[src/rtl/mixer_if.sv]
// Voice-mixer bus: four signed voice samples plus valid in, mixed sample, valid and clip out.
// The master side drives the voices; the slave side is the mixer.
interface mixer_if #(
  parameter int DATA_W = 24
);
  logic [DATA_W-1:0] pipe1;
  logic [DATA_W-1:0] pipe2;
  logic [DATA_W-1:0] pipe3;
  logic [DATA_W-1:0] pipe4;
  logic              in_valid;
  logic [DATA_W-1:0] mixer_output;
  logic              out_valid;
  logic              clip;

  modport master (
    output pipe1, pipe2, pipe3, pipe4, in_valid,
    input  mixer_output, out_valid, clip
  );

  modport slave (
    input  pipe1, pipe2, pipe3, pipe4, in_valid,
    output mixer_output, out_valid, clip
  );
endinterface

[src/rtl/mixer.sv]
// Four-voice mono mixer: sign-extended sum, arithmetic right shift, registered output.
// Optional MIXER_SAT_EN clamps the narrowed result and reports it on clip; otherwise it wraps.
module mixer #(
  parameter int DATA_W = 24,
  parameter int SHIFT  = 2
) (
  input  logic   clk,
  input  logic   rst_n,
  mixer_if.slave bus
);

  localparam int SUM_W = DATA_W + 2;

  logic signed [SUM_W-1:0]  w_sum;
  logic signed [SUM_W-1:0]  w_scaled;
  logic        [DATA_W-1:0] w_narrow;
  logic                     w_clip;

  logic [DATA_W-1:0] r_mixer_output;
  logic              r_out_valid;

  // Two guard bits make the four-way sum exact for any inputs.
  assign w_sum = $signed({{2{bus.pipe1[DATA_W-1]}}, bus.pipe1})
               + $signed({{2{bus.pipe2[DATA_W-1]}}, bus.pipe2})
               + $signed({{2{bus.pipe3[DATA_W-1]}}, bus.pipe3})
               + $signed({{2{bus.pipe4[DATA_W-1]}}, bus.pipe4});

  assign w_scaled = w_sum >>> SHIFT;

`ifdef MIXER_SAT_EN
  localparam logic signed [SUM_W-1:0] MAX_VAL = {3'b000, {(DATA_W-1){1'b1}}};
  localparam logic signed [SUM_W-1:0] MIN_VAL = {3'b111, {(DATA_W-1){1'b0}}};

  logic r_clip;

  always_comb begin
    w_narrow = w_scaled[DATA_W-1:0];
    w_clip   = 1'b0;
    if (w_scaled > MAX_VAL) begin
      w_narrow = {1'b0, {(DATA_W-1){1'b1}}};
      w_clip   = 1'b1;
    end else if (w_scaled < MIN_VAL) begin
      w_narrow = {1'b1, {(DATA_W-1){1'b0}}};
      w_clip   = 1'b1;
    end
  end

  always_ff @(posedge clk or negedge rst_n) begin
    if (!rst_n) begin
      r_clip <= 1'b0;
    end else if (bus.in_valid) begin
      r_clip <= w_clip;
    end
  end

  assign bus.clip = r_clip;
`else
  assign w_narrow = DATA_W'(w_scaled);
  assign w_clip   = 1'b0;
  assign bus.clip = w_clip;
`endif

  // Output only moves on in_valid, so unknown voices between samples are ignored.
  always_ff @(posedge clk or negedge rst_n) begin
    if (!rst_n) begin
      r_mixer_output <= '0;
      r_out_valid    <= 1'b0;
    end else begin
      r_out_valid <= bus.in_valid;
      if (bus.in_valid) begin
        r_mixer_output <= w_narrow;
      end
    end
  end

  assign bus.mixer_output = r_mixer_output;
  assign bus.out_valid    = r_out_valid;

endmodule

[src/flat_wrapper.sv]
// flat-port wrapper written by rule: the top's interface ports become plain ports
module mixer_flat 
#(
  parameter int DATA_W = 24,
  parameter int SHIFT  = 2
)
  (clk, rst_n, bus_pipe1, bus_pipe2, bus_pipe3, bus_pipe4, bus_in_valid, bus_mixer_output, bus_out_valid, bus_clip);
  mixer_if #(.DATA_W(DATA_W)) bus_i ();
  input  logic clk;
  input  logic rst_n;
  input wire logic [$bits(bus_i.pipe1)-1:0] bus_pipe1;
  input wire logic [$bits(bus_i.pipe2)-1:0] bus_pipe2;
  input wire logic [$bits(bus_i.pipe3)-1:0] bus_pipe3;
  input wire logic [$bits(bus_i.pipe4)-1:0] bus_pipe4;
  input wire logic [$bits(bus_i.in_valid)-1:0] bus_in_valid;
  output wire logic [$bits(bus_i.mixer_output)-1:0] bus_mixer_output;
  output wire logic [$bits(bus_i.out_valid)-1:0] bus_out_valid;
  output wire logic [$bits(bus_i.clip)-1:0] bus_clip;
  assign bus_i.pipe1 = bus_pipe1;
  assign bus_i.pipe2 = bus_pipe2;
  assign bus_i.pipe3 = bus_pipe3;
  assign bus_i.pipe4 = bus_pipe4;
  assign bus_i.in_valid = bus_in_valid;
  assign bus_mixer_output = bus_i.mixer_output;
  assign bus_out_valid = bus_i.out_valid;
  assign bus_clip = bus_i.clip;
  mixer #(.DATA_W(DATA_W), .SHIFT(SHIFT)) u_core (.clk(clk), .rst_n(rst_n), .bus(bus_i));
endmodule
[config.mk]
export PLATFORM = sky130hd
export DESIGN_NAME = mixer_flat
export DESIGN_NICKNAME = d
export VERILOG_FILES = /design/src/rtl/mixer_if.sv /design/src/rtl/mixer.sv /design/src/flat_wrapper.sv
export SDC_FILE = /design/constraint.sdc
export NUM_CORES = 1
export LEC_CHECK = 0
export ABC_CLOCK_PERIOD_IN_PS = 1100
export CORE_UTILIZATION = 48
export DETAILED_ROUTE_END_ITERATION = 8
export PLACE_DENSITY = 0.83
export SLEW_MARGIN = 0
export SYNTH_ARGS = -nofsm -noshare
export SYNTH_HDL_FRONTEND = slang
export SYNTH_SLANG_ARGS = --single-unit
export TNS_END_PERCENT = 50
[constraint.sdc]
create_clock -name clk -period 1.1 [get_ports clk]
set_input_delay 0.165 -clock clk [delete_from_list [all_inputs] [get_ports clk]]
set_output_delay 0.165 -clock clk [all_outputs]
set_load 0.005 [all_outputs]
==> summary.md <==
| Metric | Value |
|---|---|
| Die Wd | about 91 microns |
| Largest stage delay on the critical path | 550 ps |
| Cell Area, Synth | ~3800 sq um |
| Clock tree skew after final layout | 0 ps |
| Kind of start point of the critical path | input port |
| Shortest clock period the worst path allows after layout | 3020 ps |
| Clock edge transition at the registers on the reported setup and hold paths | 110 ps |
| Synth Register Bits | 25 |
| Avg Cell Area, Syn | 8.44 sq um |
| DRC | 0 |
| Clock tree from TritonCTS | done |
| # IOs | 125 |
| Total GRT Usage | 30.9% |
| Number of setup violations in the final report | 28 |
| Number of nets still failing antenna checks after routing | 0 |
| Sequential share of the synthesized area | 16.4% |
| First-pass iteration count of the detailed router | 5 |
| CP Max Fanout | 4 |
| Slack of the critical path | -1920 ps |
| Area of the core | 7690 sq um |
| Drt total wl | around 16 mm |
| Area growth, synth to finish | 85.2% |
| GR Util met1 | 32.5% |
| Synth top cells by count | inv_1, fa_1, a21oi_1, dfrtp_1, nand2_1 |
| Warning count from the yosys run | 0 |
| Initial standard-cell utilization of the core | 49.6% |
| R2r endpoint | u_core.bus.mixer_output[18]$_DFFE_PN0P_ |
| Async set or reset register ratio after synthesis | 100% |
| Placer's final routability congestion estimate | 0.837 |
| DRC violation total after the first TritonRoute iteration | between 200 and 300 |
| Share of the cycle needed by the critical path after routing | 274% |
| Cell with the largest stage delay on the worst path | fa_1 |
| Synthesized netlist cell count | about 450 |
| Critical path's top delay family | adder cells |
| Busiest grt layer | met2 |
| Clock tree sinks | 25 |
| Critical path launch point | bus_pipe4[1] |
| CP Capture Type | flop |
| Clock root buffer | clkbuf_8 |
| R2R cell count | 3 |
| Worst-case clock buffer depth | 2 |
| Vias/cell | 5.68 |
| Share of cells above drive strength 1 | 53.2% |
| Level count of the clock H-tree | 1 |
| Cell repeated most along the worst path | fa_1 |
| RSZ-0062 raised after global routing | true |
| Total die area | 8310 sq um |
| Number of max-cap violations | 0 |
| Wire length of the first global-routing pass | 20.3 mm |
| GR Util met2 | 60.2% |
| Die height | 91.1 microns |
| Number of diodes added for antenna fixing | 0 |
| Critical R2R Launch | u_core.bus.mixer_output[18]$_DFFE_PN0P_ |
| Series of cell instances along the critical path | buf_8 -> inv_8 -> fa_1 -> inv_2 -> fa_1 -> nand3b_1 -> inv_1 -> fa_2 -> a21oi_4 -> o211ai_4 -> buf_4 -> nand3_4 -> a211oi_4 -> or3_1 -> a31oi_1 |
| Most frequently used flop master after synthesis | dfrtp_1 |
| Met3 track demand over resource | 3.27% |
| Run status | finished, violations left |
| Critical path data required time | roughly 1300 ps |
| Fraction of post-synthesis cell area in the top cell type by area | 25.7% |
| Total gr overflow | 0 |
| Post-placement cell count | around 730 |
| Worst voltage drop across the vdd grid | 988 uV |
| Kind of critical path | in -> reg |
| Most instantiated library cell after synthesis | inv_1 |
| DR WL/cell | 21.3 microns |
| Total chip power | 0.0147 W |
| Maximum number of pins on one net before global-route repair | 27 |
| Buffers added on ports | 123 |
| Vias in the first global route | 4,419 |
| Post-detail-place hpwl | around 8.5 mm |
| Total count of max-transition violations in the final report | 0 |
| Violations in the final reports | negative setup slack |
| Setup slack of the most critical reg-to-reg path | 10 ps |
| Number of clock buffers inserted by TritonCTS | 3 |
| Mapped Nets | 623 |
| Final-layout worst hold slack | 233 ps |
| HP Class | in -> async |
| Cell types occupying the most area after synthesis | fa_1, dfrtp_1, inv_1, ha_1, a21oi_1 |
| Area leader, netlist | fa_1 |
| Clock network latency to the later pin of the worst-skew pair | 270 ps |
| Post-synth cell types | 59 |
| Total power density per cell area | 2090 nW/um^2 |
| Filler cell count in the final layout | 287 |
| Net count, final | 843 |
| Minimum setup slack after placement | -2550 ps |
| Post-synth EDFFs | 0 |
| Static power due to leakage | 3.48 nW |
| Peak clock frequency supported by timing | around 0.33 GHz |
| Initial antenna violation count | 0 |
| Final standard cell count with taps included and fillers excluded | 773 |
| Sum of buffers and inverters on the critical path | 5 |
| # rows | 32 |
| Data arrival time of the critical path | 3210 ps |
| Number of hold-slack violations in the final timing report | 0 |
| Total number of vias | 4,389 |
## metrics by stage
step / cell area [sq um] / util, % / TNS, ps
final: 7060 / 91.9 / -39710
after floorplan: 4090 / - / -36160
after detailed placement: 5900 / 76.7 / -54570
after global routing: 7060 / 91.9 / -41310
after global placement: 5900 / 76.7 / -53440
after CTS: 6590 / 85.7 / -37660
## state kept, by name, indices dropped and copies added (netlist names)
signal / count
u_core.bus.out_valid: 1
u_core.bus.mixer_output: 24
## placed cells by master (no fill, tap or decap), types with 12 or more instances in the layout
| master | count |
|---|---|
| ha_4 | 23 |
| buf_6 | 24 |
| a21oi_2 | 14 |
| dlygate4sd2_1 | 21 |
| dfrtp_1 | 25 |
| clkdlybuf4s15_1 | 22 |
| clkbuf_2 | 20 |
| fa_1 | 41 |
| nand2_1 | 12 |
| inv_2 | 63 |
| clkdlybuf4s50_1 | 28 |
| a21oi_4 | 14 |
| buf_4 | 83 |
| dlymetal6s2s_1 | 16 |
| inv_1 | 81 |
## routing by layer
metal	wire length, microns	part of all wire [%]
met1	5670	34
met2	8270	50
met3	1280	7.8
met4	1250	7.6
met5	0	0
## cell families (layout without fill, tap and decap cells)
| kind of cell | count (synthesis) | count (layout) | share of synthesized area [%] |
|---|---|---|---|
| buf+inv | 162 | 381 | 16.4 |
| compound gates | 90 | 90 | 16.4 |
| fa+ha+maj | 72 | 72 | 33.3 |
| simple gates | 70 | 70 | 9.02 |
| flops | 25 | 25 | 16.4 |
| xor+xnor | 16 | 16 | 3.67 |
| mux | 16 | 16 | 4.72 |
| other cells | 1 | 1 | 0.0983 |
## how the worst max path moves through the flow
stage | end | slack (ps) | depth (start not counted)
2_1_floorplan | u_core.bus.mixer_output[17]$_DFFE_PN0P_ | -1840 | 13
3_3_place_gp | u_core.bus.mixer_output[17]$_DFFE_PN0P_ | -2470 | 14
3_5_place_dp | u_core.bus.mixer_output[17]$_DFFE_PN0P_ | -2550 | 14
4_1_cts | u_core.bus.mixer_output[13]$_DFFE_PN0P_ | -1830 | 15
5_1_grt | u_core.bus.mixer_output[19]$_DFFE_PN0P_ | -2030 | 16
6_report | u_core.bus.mixer_output[23]$_DFFE_PN0P_ | -1920 | 15
## worst register-to-register path, stage by stage (launching register included)
cell	delay, ps
dfrtp_1	440
nand2_1	110
o31ai_2	70
or3b_1	360
## power breakdown
part,switching [W],internal [W]
sequential,0.000343,0.00138
clock,0.000338,0.000260
combinational,0.00616,0.00627
total,0.00684,0.00790
## timing repair
item,in CTS,in global routing
setup buffers,18,21
endpoints found under the setup margin,49,38
hold buffers,0,0
pin swaps,126,104
gates resized for setup,273,161
## final cells by class
class | count | area, sq um | area share, %
Inverter | 150 | 593 | 8.40
Multi-Input combinational cell | 265 | 3650 | 51.7
Clock buffer | 4 | 45.0 | 0.638
Timing Repair Buffer | 227 | 2020 | 28.6
Tap cell | 102 | 128 | 1.81
Sequential cell | 25 | 626 | 8.86
No activity file was read; power rests on OpenSTA's default activity.
